==> src/rtl/fetch_pkg.sv <==
// ---------------------------------------------------------------------------
// fetch_pkg
// Shared definitions for the instruction fetch unit.
//   - Default widths and reset PC used as parameter defaults by instr_fetch_unit
//   - Fetch FSM state encoding
//   - word_bytes(): bytes per instruction word, i.e. the PC increment
// ---------------------------------------------------------------------------
package fetch_pkg;

    localparam int unsigned DefaultAddrWidth = 14;
    localparam int unsigned DefaultDataWidth = 32;
    localparam int unsigned DefaultResetPc   = 0;

    // StIdle : no request outstanding
    // StFetch: request outstanding, the returned word is kept
    // StDrain: request outstanding, the returned word is thrown away
    typedef enum logic [1:0] {
        StIdle,
        StFetch,
        StDrain
    } fetch_state_e;

    function automatic int unsigned word_bytes(input int unsigned data_width);
        return data_width / 8;
    endfunction

endpackage

==> src/rtl/fetch_fifo.sv <==
// ---------------------------------------------------------------------------
// fetch_fifo
// Synchronous FIFO used as the prefetch buffer. Flush empties the buffer and
// takes priority over a push in the same cycle. Depth must be a power of two
// so the pointers wrap naturally.
// Ports:
//   clock, reset_n    : clock, asynchronous active-low reset
//   flush             : discard all entries
//   push, push_data   : write an entry (ignored when full and not popping)
//   pop, pop_data     : remove the head entry; pop_data shows the head
//   empty, full       : occupancy flags
// ---------------------------------------------------------------------------
module fetch_fifo #(
    parameter int unsigned Width = 8,
    parameter int unsigned Depth = 4
) (
    input  logic             clock,
    input  logic             reset_n,
    input  logic             flush,
    input  logic             push,
    input  logic [Width-1:0] push_data,
    input  logic             pop,
    output logic [Width-1:0] pop_data,
    output logic             empty,
    output logic             full
);

    localparam int unsigned PtrW = $clog2(Depth);

    logic [Width-1:0] mem_q [Depth];
    logic [PtrW-1:0]  wr_ptr_q, rd_ptr_q;
    logic [PtrW:0]    count_q;
    logic             do_push, do_pop;

    assign empty    = (count_q == '0);
    assign full     = (count_q == (PtrW + 1)'(Depth));
    assign do_pop   = pop && !empty;
    assign do_push  = push && (!full || do_pop);
    assign pop_data = mem_q[rd_ptr_q];

    always_ff @(posedge clock or negedge reset_n) begin
        if (!reset_n) begin
            wr_ptr_q <= '0;
            rd_ptr_q <= '0;
            count_q  <= '0;
            // Storage is cleared so the head reads as zero straight out of reset.
            for (int i = 0; i < Depth; i++) begin
                mem_q[i] <= '0;
            end
        end else if (flush) begin
            wr_ptr_q <= '0;
            rd_ptr_q <= '0;
            count_q  <= '0;
        end else begin
            if (do_push) begin
                mem_q[wr_ptr_q] <= push_data;
                wr_ptr_q        <= wr_ptr_q + PtrW'(1);
            end
            if (do_pop) begin
                rd_ptr_q <= rd_ptr_q + PtrW'(1);
            end
            count_q <= count_q + (PtrW + 1)'(do_push) - (PtrW + 1)'(do_pop);
        end
    end

endmodule

==> src/rtl/instr_fetch_unit.sv <==
// ---------------------------------------------------------------------------
// instr_fetch_unit
// Sequential instruction prefetcher with one outstanding memory request and a
// FIFO_DEPTH-entry buffer toward decode. Redirects flush the buffer and
// restart fetching at the (word-aligned) redirect address; a request that is
// in flight at redirect time is drained and its data dropped.
// Ports:
//   clock, reset_n               : clock, asynchronous active-low reset
//   mem_req, mem_addr            : fetch request and byte address
//   mem_ack, mem_rdata           : one-cycle response strobe and data
//   redirect_valid, redirect_pc  : branch/exception redirect
//   instr_valid, instr_ready     : handshake toward decode
//   instr_data, instr_pc         : buffered word at the FIFO head and its address
//   fetch_pc                     : address of the next request to issue
// ---------------------------------------------------------------------------
module instr_fetch_unit
    import fetch_pkg::*;
#(
    parameter int unsigned           ADDR_WIDTH = DefaultAddrWidth,
    parameter int unsigned           DATA_WIDTH = DefaultDataWidth,
    parameter int unsigned           FIFO_DEPTH = 4,
    parameter logic [ADDR_WIDTH-1:0] RESET_PC   = ADDR_WIDTH'(DefaultResetPc)
) (
    input  logic                  clock,
    input  logic                  reset_n,
    output logic                  mem_req,
    output logic [ADDR_WIDTH-1:0] mem_addr,
    input  logic                  mem_ack,
    input  logic [DATA_WIDTH-1:0] mem_rdata,
    input  logic                  redirect_valid,
    input  logic [ADDR_WIDTH-1:0] redirect_pc,
    output logic                  instr_valid,
    input  logic                  instr_ready,
    output logic [DATA_WIDTH-1:0] instr_data,
    output logic [ADDR_WIDTH-1:0] instr_pc,
    output logic [ADDR_WIDTH-1:0] fetch_pc
);

    localparam int unsigned           Step      = word_bytes(DATA_WIDTH);
    localparam logic [ADDR_WIDTH-1:0] StepA     = ADDR_WIDTH'(Step);
    localparam logic [ADDR_WIDTH-1:0] AlignMask = ~ADDR_WIDTH'(Step - 1);

    fetch_state_e          state_q, state_d;
    logic [ADDR_WIDTH-1:0] fetch_pc_q, fetch_pc_d;
    logic [ADDR_WIDTH-1:0] addr_q, addr_d;
    logic                  push, pop;
    logic                  fifo_empty, fifo_full;

    always_comb begin
        state_d = state_q;
        addr_d  = addr_q;
        push    = 1'b0;
        case (state_q)
            StIdle: begin
                // Only one request in flight, so a free slot now guarantees room
                // for its data when it returns.
                if (!redirect_valid && !fifo_full) begin
                    state_d = StFetch;
                    addr_d  = fetch_pc_q;
                end
            end
            StFetch: begin
                if (mem_ack) begin
                    state_d = StIdle;
                    push    = !redirect_valid;
                end else if (redirect_valid) begin
                    state_d = StDrain;
                end
            end
            StDrain: begin
                if (mem_ack) begin
                    state_d = StIdle;
                end
            end
            default: state_d = StIdle;
        endcase

        // Additions wrap modulo 2^ADDR_WIDTH by construction.
        if (redirect_valid) begin
            fetch_pc_d = redirect_pc & AlignMask;
        end else if (push) begin
            fetch_pc_d = fetch_pc_q + StepA;
        end else begin
            fetch_pc_d = fetch_pc_q;
        end
    end

    always_ff @(posedge clock or negedge reset_n) begin
        if (!reset_n) begin
            state_q    <= StIdle;
            fetch_pc_q <= RESET_PC;
            addr_q     <= RESET_PC;
        end else begin
            state_q    <= state_d;
            fetch_pc_q <= fetch_pc_d;
            addr_q     <= addr_d;
        end
    end

    assign mem_req     = (state_q != StIdle);
    assign mem_addr    = addr_q;
    assign fetch_pc    = fetch_pc_q;
    assign instr_valid = !fifo_empty;
    assign pop         = instr_valid && instr_ready;

    fetch_fifo #(
        .Width(DATA_WIDTH + ADDR_WIDTH),
        .Depth(FIFO_DEPTH)
    ) u_fifo (
        .clock    (clock),
        .reset_n  (reset_n),
        .flush    (redirect_valid),
        .push     (push),
        .push_data({mem_rdata, addr_q}),
        .pop      (pop),
        .pop_data ({instr_data, instr_pc}),
        .empty    (fifo_empty),
        .full     (fifo_full)
    );

endmodule
==> config.mk <==
export PLATFORM = sky130hd
export DESIGN_NAME = instr_fetch_unit
export DESIGN_NICKNAME = d
export VERILOG_FILES = /design/src/rtl/fetch_pkg.sv /design/src/rtl/fetch_fifo.sv /design/src/rtl/instr_fetch_unit.sv
export SDC_FILE = /design/constraint.sdc
export NUM_CORES = 1
export LEC_CHECK = 0
export ABC_AREA = 1
export CAP_MARGIN = 5
export CORE_ASPECT_RATIO = 0.8
export CORE_UTILIZATION = 50
export DETAILED_ROUTE_END_ITERATION = 6
export PLACE_DENSITY_LB_ADDON = 0.08
export SLEW_MARGIN = 30
export SYNTH_ARGS = -nofsm -noshare
export SYNTH_HDL_FRONTEND = slang
export SYNTH_SLANG_ARGS = --single-unit
==> constraint.sdc <==
create_clock -name clock -period 3.84 [get_ports clock]
set_input_delay 0.768 -clock clock [delete_from_list [all_inputs] [get_ports clock]]
set_output_delay 0.768 -clock clock [all_outputs]
set_load 0.005 [all_outputs]
==> impl_metrics.ini <==
[yosys]
synth_ff_type = dfrtp_1
yosys.area_share.adder_pct = 1.153
synth_top_family_by_area = compound AO/OA/AOI/OAI gates
ys_seq_area_share_pct = 56.03
ys_top_cells_by_count = 263 x o21ai_0, 239 x nand2_1, 209 x dfrtp_1
synth_cell_types = 29
syn_avg_cell_area_sq_um = 8.555
yosysWarnings = 0
synth_area_leaders = dfrtp_1 56%, o21ai_0 14%, nand2_1 9.6%, nor2_1 4.3%, inv_1 3.1%
synth-async-reset-ratio_pct = 100.0
synth_xor_area_share_pct = 0.4692
yosysMostFrequentCell = o21ai_0
syn-cell-area_sq_um = 9334
synth_top_cell_by_area = dfrtp_1
syn_inst = 1091
yosys.area_share.simple_pct = 16.17
yosys.area.top_type_share_pct = 56.03
synth_compound_area_share_pct = 18.91
ys_ff_latch = 209
synth_edf_count = 0
muxShareOfSynthArea_pct = 0

[layout]
area_delta_synth_final_pct = 22.08
nNetsFinal = 1239
nFillCells = 1614
diodes = 0
drive_gt1_share_pct = 5.686
final_util_pct = 62.53

[setup_path]
worstSetupEndpointType = primary output
max_stage_delay_ns = 0.56
crit_chain = inv_2 -> buf_4 -> o21ai_0 -> o22ai_1 -> clkdlybuf4s50_1
worst-r2r-setup-slack_ns = 1.63
worst_setup_path_start_kind = register
required_ns = 3.07
cp_max_fo = 29
worstPathArrival_ns = 2.44
slowest_stage = clkdlybuf4s50_1
critPathKind = register to primary output

[sta]
setup-tns-final_ns = 0
fin_crit_sh_pct = 83.65
slew_headroom_pct = 51.28
worst_pin_slew_ns = 0.7308
fin_crit_ns = 3.212
drv_slew = 0
hold_violations = 0
setup_violations = 0
clock_skew_ns = 0.006160
max_freq_ghz = 0.3113
grt_setup_unrepaired = no

[clock_network]
cts_setup_buffers = 0
clk_pin_slew_ns = 0.06
cts_tree = done
htree_levels = 1
cts_root_buf = clkbuf_16
numCtsBuffers = 22
hold_buffers = 0
clock_path_buffers = 3
clock_sinks = 209
worstSkewPairLatency_ns = 0.50
postCtsResizedCells = 0

[job]
cap_viol_max_count = 0

[route]
drt-vias-per-instance = 5.208
firstDrtPassIters = 5
drc = 0
wire_per_inst_um = 15.05
finalWirelength_mm = 21.81
first_iter_violations = 620
ant_nets = 0
num_vias = 7547

[floorplanning]
core_region_area_sq_um = 18220
rows = 44
die_y_um = 124.2
initial_utilization_pct = 51.22
die-area_sq_um = 19220
num_io_pins = 127
die_width_um = 154.8

[global_route]
grt_overflow_total = 0
grt_pass1_wl_mm = 36.02
grt_max_degree = 92
antenna_found_initial = 0
grt_pass1_vias = 6992
grt_util_all_layers_pct = 23.16

[placed_design]
hpwlAfterDp_mm = 13.09
place_congestion = 0.7851
port_buffers = 118

[pwr]
p_switching_mw = 2.561
power_frac_seq_pct = 38.5
power.leakage_nw = 5.346
power_frac_comb_pct = 34.9
power_density_nw_per_um2 = 699.1
intPower_mw = 5.405
clkPwrFrac_pct = 26.6
p_sw_share_pct = 32.15
irDropWorstVdd_mv = 0.3148

[run_status]
status = finished clean

[min_path]
hold_class = primary input to async pin
==> cells by family (layout without fill, tap and decap cells) <==
| kind of cell | after synthesis | in the layout |
|---|---|---|
| AO/OA/AOI/OAI | 336 | 336 |
| flip-flops | 209 | 209 |
| AND/OR/NAND/NOR | 378 | 378 |
| adder cells (fa/ha/maj) | 8 | 8 |
| buffers and inverters | 154 | 254 |
| other | 1 | 6 |
| XOR/XNOR | 5 | 5 |
==> final timing paths <==
check | from | to | depth (start not counted)
worst max-delay path | u_fifo.rd_ptr_q[0]$_DFFE_PN0P_ | instr_data[2] | 5
worst min-delay path | reset_n | u_fifo.mem_q[106]$_DFFE_PN0P_ | 1
worst max register to register | state_q[1]$_DFFE_PN0P_ | u_fifo.count_q[2]$_DFF_PN0_ | 10
worst min register to register | u_fifo.mem_q[84]$_DFFE_PN0P_ | u_fifo.mem_q[84]$_DFFE_PN0P_ | 2
max in group asynchronous | reset_n | u_fifo.mem_q[129]$_DFFE_PN0P_ | 2
min in group clock | u_fifo.mem_q[84]$_DFFE_PN0P_ | u_fifo.mem_q[84]$_DFFE_PN0P_ | 2
==> layout by cell type, fill, tap and decap left out <==
cell / n
o211ai_1: 3
o31ai_1: 1
clkbuf_8: 10
dfrtp_2: 1
xor2_1: 3
a31oi_1: 1
nor2_1: 106
clkdlybuf4s50_1: 117
buf_4: 13
o21ai_0: 263
o21ai_2: 4
nand3_4: 1
fa_1: 1
clkbuf_1: 4
nand4_1: 3
inv_1: 78
clkbuf_16: 23
a21boi_0: 1
dfrtp_1: 208
o21ai_1: 19
clkinvlp_4: 2
o22ai_1: 44
clkinv_2: 2
conb_1: 6
ha_1: 7
inv_2: 1
nand2_2: 1
buf_12: 4
nand3_2: 4
nor3_2: 1
nand2_1: 239
xnor2_1: 2
nor2_4: 1
nand3_1: 22
==> layout make-up <==
type	count	area, sq um	area share [%]
clock buffers	36	714.4	6.270
well taps	253	316.6	2.778
repair buffers	135	1363	11.96
multi-input cells	733	3448	30.26
inverters	79	296.5	2.602
flip-flops and latches	209	5231	45.91
clock inverters	4	25.02	0.2196
==> sequential cells by signal (all words and copies together) (netlist names) <==
| register | cells |
|---|---|
| fetch_pc | 12 |
| mem_addr | 12 |
| state_q | 2 |
| u_fifo.count_q | 3 |
| u_fifo.mem_q | 176 |
| u_fifo.rd_ptr_q | 2 |
| u_fifo.wr_ptr_q | 2 |
==> per-layer routing <==
layer	track usage (%)	vias to the layer above	share of wire, %
met4	4.368	0	1.5
met1	36.72	3575	51
met2	33.83	191	43
li1	-	3757	-
met3	3.247	24	4.9
met5	0	-	0
==> metrics by stage <==
stage	area, sq um	std cells	power [mW]	setup WS, ns	hold slack, ns
2_1_floorplan	9353	1096	4.437	1.647	0.4478
3_3_place_gp	10660	1409	5.854	0.8694	0.4604
3_5_place_dp	10660	1409	5.890	0.8168	0.4627
4_1_cts	11390	1449	8.037	0.6418	0.3601
5_1_grt	11390	1449	8.495	0.5052	0.3936
6_report	11390	1449	7.966	0.6277	0.3335
==> worst max-delay path, delay by kind of cell, from the launching register on <==
family	cells	cell delay, ns
buf+inv	3	1.14
flops	1	0.43
compound gates	2	0.37
==> power groups by stage <==
stage	registers [mW]	logic, mW	clock network, mW
6_report	3.07	2.78	2.12
5_1_grt	3.13	3.13	2.24
4_1_cts	3.06	2.82	2.16
3_5_place_dp	3.09	2.80	0
3_3_place_gp	3.08	2.78	0
2_1_floorplan	3.01	1.43	0
Note: power is estimated with default switching activity, not from simulation.
